[src/rtl/ssd_pkg.sv]
// Shared constants and the hex-to-segment table for the seven-segment scan controller.
package ssd_pkg;

    localparam int unsigned SEG_W       = 7;
    localparam int unsigned CATH_W      = 8;
    // Cathode vector order is {Ca,Cb,Cc,Cd,Ce,Cf,Cg,Dp}; Dp sits in the LSB.
    localparam int unsigned CATH_DP_BIT = 0;
    localparam int unsigned SLOTS       = 16;
    localparam int unsigned SLOT_W      = 4;

    // Active-low abcdefg pattern for one hex nibble.
    function automatic logic [SEG_W-1:0] hex_to_seg(input logic [3:0] nib);
        logic [SEG_W-1:0] seg;
        seg = 7'b1111111;
        case (nib)
            4'h0: seg = 7'b0000001;
            4'h1: seg = 7'b1001111;
            4'h2: seg = 7'b0010010;
            4'h3: seg = 7'b0000110;
            4'h4: seg = 7'b1001100;
            4'h5: seg = 7'b0100100;
            4'h6: seg = 7'b0100000;
            4'h7: seg = 7'b0001111;
            4'h8: seg = 7'b0000000;
            4'h9: seg = 7'b0000100;
            4'hA: seg = 7'b0001000;
            4'hB: seg = 7'b1100000;
            4'hC: seg = 7'b0110001;
            4'hD: seg = 7'b1000010;
            4'hE: seg = 7'b0110000;
            4'hF: seg = 7'b0111000;
            default: seg = 7'b1111111;
        endcase
        return seg;
    endfunction

endpackage

[src/rtl/ssd_hex_decoder.sv]
// Combinational nibble + decimal-point to active-low cathode pattern.
module ssd_hex_decoder
    import ssd_pkg::*;
(
    input  logic [3:0]        nibble,
    input  logic              dp,
    output logic [CATH_W-1:0] cathodes_c
);

    // Segments in the upper bits, inverted decimal point in the LSB.
    always_comb begin
        cathodes_c              = {hex_to_seg(nibble), 1'b1};
        cathodes_c[CATH_DP_BIT] = ~dp;
    end

endmodule

[src/rtl/ssd_scan_ctrl.sv]
// Time-multiplexed seven-segment scanner with blanking, blink, PWM brightness
// and a frame-synchronous double-buffered load.
module ssd_scan_ctrl
    import ssd_pkg::*;
#(
    parameter int unsigned N_DIGITS     = 8,
    parameter int unsigned DWELL_CYCLES = 12500,
    parameter int unsigned BLINK_FRAMES = 256
) (
    input  logic                    Clk,
    input  logic                    Reset_n,
    input  logic [4*N_DIGITS-1:0]   digit_data,
    input  logic [N_DIGITS-1:0]     dp_in,
    input  logic [N_DIGITS-1:0]     digit_en,
    input  logic [N_DIGITS-1:0]     blink_mask,
    input  logic [3:0]              brightness,
    input  logic                    load,
    output logic                    load_ack,
    output logic                    frame_start,
    output logic [N_DIGITS-1:0]     anodes,
    output logic [CATH_W-1:0]       cathodes
);

    localparam int unsigned IDX_W    = (N_DIGITS > 1) ? $clog2(N_DIGITS) : 1;
    localparam int unsigned DWELL_W  = $clog2(DWELL_CYCLES);
    localparam int unsigned SLOT_LEN = DWELL_CYCLES / SLOTS;
    localparam int unsigned SDIV_W   = $clog2(SLOT_LEN);
    localparam int unsigned FRM_W    = (BLINK_FRAMES > 1) ? $clog2(BLINK_FRAMES) : 1;

    logic [DWELL_W-1:0]    dwell_cnt;
    logic [SDIV_W-1:0]     slot_div;
    logic [SLOT_W-1:0]     slot;
    logic [IDX_W-1:0]      idx;
    logic [FRM_W-1:0]      frame_cnt;
    logic                  blink_phase;

    logic [4*N_DIGITS-1:0] sh_data, act_data;
    logic [N_DIGITS-1:0]   sh_dp, act_dp;
    logic [N_DIGITS-1:0]   sh_en, act_en;
    logic [N_DIGITS-1:0]   sh_blink, act_blink;
    logic                  pending;

    logic                  dwell_last_c, slot_last_c, idx_last_c, frame_last_c, commit_c;
    logic [3:0]            cur_nib_c;
    logic                  cur_dp_c, cur_en_c, cur_blink_c, anode_on_c;
    logic [N_DIGITS-1:0]   anodes_nxt_c;
    logic [CATH_W-1:0]     cath_nxt_c;

    // Terminal-count decodes; the commit cycle is the last cycle of the last dwell.
    always_comb begin
        dwell_last_c = (dwell_cnt == DWELL_W'(DWELL_CYCLES - 1));
        slot_last_c  = (slot_div == SDIV_W'(SLOT_LEN - 1));
        idx_last_c   = (idx == IDX_W'(N_DIGITS - 1));
        frame_last_c = (frame_cnt == FRM_W'(BLINK_FRAMES - 1));
        commit_c     = dwell_last_c && idx_last_c;
    end

    // Dwell, PWM slot, digit index and blink frame counters.
    always_ff @(posedge Clk or negedge Reset_n) begin
        if (!Reset_n) begin
            dwell_cnt   <= '0;
            slot_div    <= '0;
            slot        <= '0;
            idx         <= '0;
            frame_cnt   <= '0;
            blink_phase <= 1'b0;
        end else begin
            if (dwell_last_c) begin
                dwell_cnt <= '0;
                slot_div  <= '0;
                slot      <= '0;
                idx       <= idx_last_c ? '0 : idx + IDX_W'(1);
            end else begin
                dwell_cnt <= dwell_cnt + DWELL_W'(1);
                if (slot_last_c) begin
                    slot_div <= '0;
                    slot     <= slot + SLOT_W'(1);
                end else begin
                    slot_div <= slot_div + SDIV_W'(1);
                end
            end
            if (commit_c) begin
                frame_cnt <= frame_last_c ? '0 : frame_cnt + FRM_W'(1);
                if (frame_last_c) begin
                    blink_phase <= ~blink_phase;
                end
            end
        end
    end

    // Shadow capture on load; shadow moves to active only at the commit cycle,
    // so a load landing in the commit cycle itself waits for the next frame.
    always_ff @(posedge Clk or negedge Reset_n) begin
        if (!Reset_n) begin
            sh_data   <= '0;
            sh_dp     <= '0;
            sh_en     <= '0;
            sh_blink  <= '0;
            act_data  <= '0;
            act_dp    <= '0;
            act_en    <= '0;
            act_blink <= '0;
            pending   <= 1'b0;
        end else begin
            if (commit_c && pending) begin
                act_data  <= sh_data;
                act_dp    <= sh_dp;
                act_en    <= sh_en;
                act_blink <= sh_blink;
            end
            if (load) begin
                sh_data  <= digit_data;
                sh_dp    <= dp_in;
                sh_en    <= digit_en;
                sh_blink <= blink_mask;
                pending  <= 1'b1;
            end else if (commit_c) begin
                pending  <= 1'b0;
            end
        end
    end

    // Select the active per-digit fields for the current index.
    always_comb begin
        cur_nib_c   = '0;
        cur_dp_c    = 1'b0;
        cur_en_c    = 1'b0;
        cur_blink_c = 1'b0;
        for (int i = 0; i < int'(N_DIGITS); i++) begin
            if (IDX_W'(i) == idx) begin
                cur_nib_c   = act_data[4*i +: 4];
                cur_dp_c    = act_dp[i];
                cur_en_c    = act_en[i];
                cur_blink_c = act_blink[i];
            end
        end
    end

    // Anode gating: enable, anti-ghost dead cycle, PWM slot and blink.
    always_comb begin
        anode_on_c   = cur_en_c && (dwell_cnt != '0) && (slot <= brightness) &&
                       !(blink_phase && cur_blink_c);
        anodes_nxt_c = '1;
        for (int i = 0; i < int'(N_DIGITS); i++) begin
            if (anode_on_c && (IDX_W'(i) == idx)) begin
                anodes_nxt_c[i] = 1'b0;
            end
        end
    end

    ssd_hex_decoder u_dec (
        .nibble     (cur_nib_c),
        .dp         (cur_dp_c),
        .cathodes_c (cath_nxt_c)
    );

    // Registered pin drive and frame/commit pulses.
    always_ff @(posedge Clk or negedge Reset_n) begin
        if (!Reset_n) begin
            anodes      <= '1;
            cathodes    <= '1;
            frame_start <= 1'b0;
            load_ack    <= 1'b0;
        end else begin
            anodes      <= anodes_nxt_c;
            cathodes    <= cath_nxt_c;
            frame_start <= commit_c;
            load_ack    <= commit_c && pending;
        end
    end

endmodule

[config.mk]
export PLATFORM = sky130hd
export DESIGN_NAME = ssd_scan_ctrl
export DESIGN_NICKNAME = d
export VERILOG_FILES = /design/src/rtl/ssd_pkg.sv /design/src/rtl/ssd_hex_decoder.sv /design/src/rtl/ssd_scan_ctrl.sv
export SDC_FILE = /design/constraint.sdc
export NUM_CORES = 1
export LEC_CHECK = 0
export BUFFER_PORTS_ARGS = -buffer_cell sky130_fd_sc_hd__buf_2
export CAP_MARGIN = 10
export CORE_MARGIN = 2
export CORE_UTILIZATION = 59
export DETAILED_ROUTE_END_ITERATION = 10
export GPL_TIMING_DRIVEN = 0
export PLACE_DENSITY = 0.85
export SLEW_MARGIN = 20
export SYNTH_ARGS = -nofsm -noshare
export SYNTH_HDL_FRONTEND = slang
export SYNTH_SLANG_ARGS = --single-unit
[constraint.sdc]
create_clock -name Clk -period 3.1 [get_ports Clk]
set_input_delay 0.775 -clock Clk [delete_from_list [all_inputs] [get_ports Clk]]
set_output_delay 0.775 -clock Clk [all_outputs]
set_load 0.01 [all_outputs]
==> impl_metrics.csv <==
group,metric,value,unit
floorplan,start_util,61.09,%
yosys,avgSynthCellArea,12.68,um^2
yosys,yosys.area.top_type,"dfrtp_1",
critical_path,worst_r2r_endpoint,"cathodes[5]",
flow_run,max_cap_violations,0,
detailed_routing,ant_nets,0,
grt,gr-total-overflow,0,
critical_path,worstSetupPathType,"register to register",
yosys,netlist_area,7772,um^2
yosys,synth_seq_cells,171,
placement,dp_hpwl,11340,um
layout,drive_gt1_share,35.45,%
clock_tree,clock_sinks,171,
pwr,power.total,4.742,mW
grt,antenna_found_initial,0,
clock_tree,path_clk_slew,0.07,ns
sta,grt_setup_unrepaired,"no",
yosys,async_flop_share,100.0,%
grt,grt_start_max_net_pins,106,
clock_tree,cts_tree,"yes",
critical_path,crit_path_start_kind,"register",
pwr,ir_drop,0.3679,mV
critical_path,cp_num_buf_inv,2,
status,status,"complete, no violations",
grt,grt_pass1_vias,5331,
floorplan,dieArea,14110,um^2
clock_tree,cts_buffers,17,
clock_tree,root_buffer,"clkbuf_16",
pwr,power_leakage,4.342,nW
placement,dp.cells,865,
sta,hold_viol_final,0,
grt,grt_usage,24.65,%
layout,final_nets,796,
yosys,yosysSeqAreaShare,55.31,%
critical_path,worst_ep_arrival_time,3.28,ns
layout,stdcell_count,897,
detailed_routing,drc,0,
floorplan,dieWidth,118.8,um
yosys,synth_area_leaders,"dfrtp_1 50%, mux2_4 9.5%, mux2_2 8.1%, dfstp_2 5.4%, ha_1 3.4%",
detailed_routing,wirelength,16280,um
yosys,ys_types,61,
critical_path,slowest_delay,0.42,ns
sta,clock_skew,0.008265,ns
sta,slew_headroom,34.96,%
layout,post-route-util,71.17,%
yosys,synth_fp_nets,697,
layout,final_common_cell,"dfrtp_1",
floorplan,num_rows,41,
clock_tree,clockBufferDepth,2,
critical_path,slowest_stage,"dfrtp_1",
sta,period_share,94.52,%
pwr,powerDensity,523.7,nW/um^2
placement,numPortBuffers,79,
floorplan,die_h,118.8,um
layout,area_growth,16.50,%
sta,max_freq,341.3,MHz
critical_path,cp-end-kind,"register",
layout,layout_common_cells,"154 x dfrtp_1, 82 x buf_2, 56 x mux2_2, 49 x mux2_4, 37 x nand2_1",
yosys,synth_top_area_share,49.90,%
clock_tree,htree_levels,4,
floorplan,num_io_pins,81,
critical_path,cp_max_fo,10,
critical_path,cp.required,3.45,ns
sta,setup_tns,0,ns
yosys,yosysWarnings,0,
hold_path,hold_path.class,"input pin to async pin",
critical_path,rr_worst_depth,10,
critical_path,regToRegSetupSlack,0.17,ns
sta,worst_pin_slew,0.9667,ns
detailed_routing,via_per_inst,5.727,
detailed_routing,firstDrtPassIters,5,
yosys,synthCells,613,
yosys,ys.flop_type,"dfrtp_1",
floorplan,core_area,12720,um^2
sta,slew_viol_final,0,
detailed_routing,routedWlPerCell,18.14,um
critical_path,r2r_start,"idx[1]",
grt,grt_pass1_wl,27170,um
critical_path,critPathTopFamily,"compound AO/OA/AOI/OAI gates",
critical_path,crit_top_cell,"ha_1",
detailed_routing,vias,5137,
layout,antennaDiodeCount,0,
clock_tree,clk_latency,0.43,ns
critical_path,worstPathCellList,"inv_1 > ha_1 > clkbuf_1 > a21oi_1 > a221oi_1 > o22ai_1 > a22o_1 > ha_1 > or3_1 > o21ai_0",
placement,finalWeightedCongestion,0.8421,
yosys,synth_edf_count,0,
sta,fin_crit,2.930,ns
sta,finalSetupViolations,0,
detailed_routing,drt_iter0_markers,435,
layer usage:
metal	share of wire, %	track usage (%)
met1	43	32.31
met2	49	39.76
met3	5.7	5.550
met4	2.4	10.34
met5	0	0
state kept, by name, summed over array words and instances, names as in the netlist, 3 cells and up:
name	flops
act_blink	8
act_data	32
act_dp	8
act_en	8
anodes	8
cathodes	8
dwell_cnt	14
frame_cnt	8
idx	3
sh_blink	8
sh_data	32
sh_dp	8
sh_en	8
slot	4
slot_div	10
kinds of logic (layout without fill, tap and decap cells):
family	after synthesis	in the layout	share of synthesized area, %
xor gates and xnor gates	29	29	3.268
and+or+nand+nor	147	147	9.739
AOI/OAI and AO/OA	78	78	6.761
buffers and inverters	57	169	3.316
DFF	171	171	55.31
adders and majority gates	21	21	3.381
muxes	110	110	18.22
worst max-delay path by stage:
| stage | slack, ns | start | to | cells after the start |
|---|---|---|---|---|
| 2_1_floorplan | 0.41 | idx[2] | cathodes[5] | 11 |
| 3_3_place_gp | -1.11 | Reset_n | act_data[4] | 1 |
| 3_5_place_dp | -0.27 | idx[2] | cathodes[5] | 11 |
| 4_1_cts | 0.01 | idx[0] | cathodes[6] | 13 |
| 5_1_grt | 0.002 | idx[2] | cathodes[1] | 9 |
| 6_report | 0.17 | idx[1] | cathodes[5] | 10 |
metrics by stage:
stage / worst slack (ns) / hold slack [ns] / cell area [um^2]
2_1_floorplan: 0.4092 / 0.3872 / 7772
3_3_place_gp: -1.112 / 0.4337 / 8383
3_5_place_dp: -0.2739 / 0.4405 / 8421
4_1_cts: 0.01181 / 0.2919 / 9054
5_1_grt: 0.001756 / 0.3197 / 9055
6_report: 0.1698 / 0.2776 / 9055
area by class of cell:
class	instances	area [um^2]
multi-input cells	385	3222
fillers	830	3667
clock buffers	19	452.9
flip-flops and latches	171	4300
repair buffers	81	440.4
plain buffers	28	151.4
inverters	28	107.6
clock inverters	13	165.2
well taps	172	215.2
where the power goes:
group	internal, mW	switching, mW	total, mW
Combinational	0.103	0.0920	0.195
Clock	1.32	0.879	2.19
Sequential	2.31	0.0464	2.35
Total	3.73	1.02	4.74
worst reg2reg max path, cell delays in order, from the launching register on:
cell and delay (ns):
dfrtp_1 0.42, inv_1 0.11, ha_1 0.33, clkbuf_1 0.42, a21oi_1 0.12, a221oi_1 0.30, o22ai_1 0.17, a22o_1 0.26
ha_1 0.25, or3_1 0.39, o21ai_0 0.08
Yosys cell counts (all sizes together), types with 3 or more instances:
cell type and instances:
o32ai 3, ha 21, and3 5, xor2 17, nor2b 10, and2 3, mux2i 5, o21ai 20
dfstp 16, a22oi 4, a21o 5, dfrtp 155, clkbuf 19, a21oi 14, inv 26, nand2 39
nor2 30, nand3b 4, nor3 3, mux2 105, a221oi 5, buf 10, xnor2 12, o22ai 4
nand3 27, nand4 12, and4 3
repair_timing:
| item | CTS | global route |
|---|---|---|
| cloned | 0 | 0 |
| buffers inserted | 1 | 0 |
| hold buffers | 0 | 0 |
| hold endpoints to repair | 0 | 0 |
| pin swaps | 0 | 1 |
| resized for setup | 3 | 6 |
| setup endpoints to repair | 7 | 7 |
No activity file was read; power rests on OpenSTA's default activity.
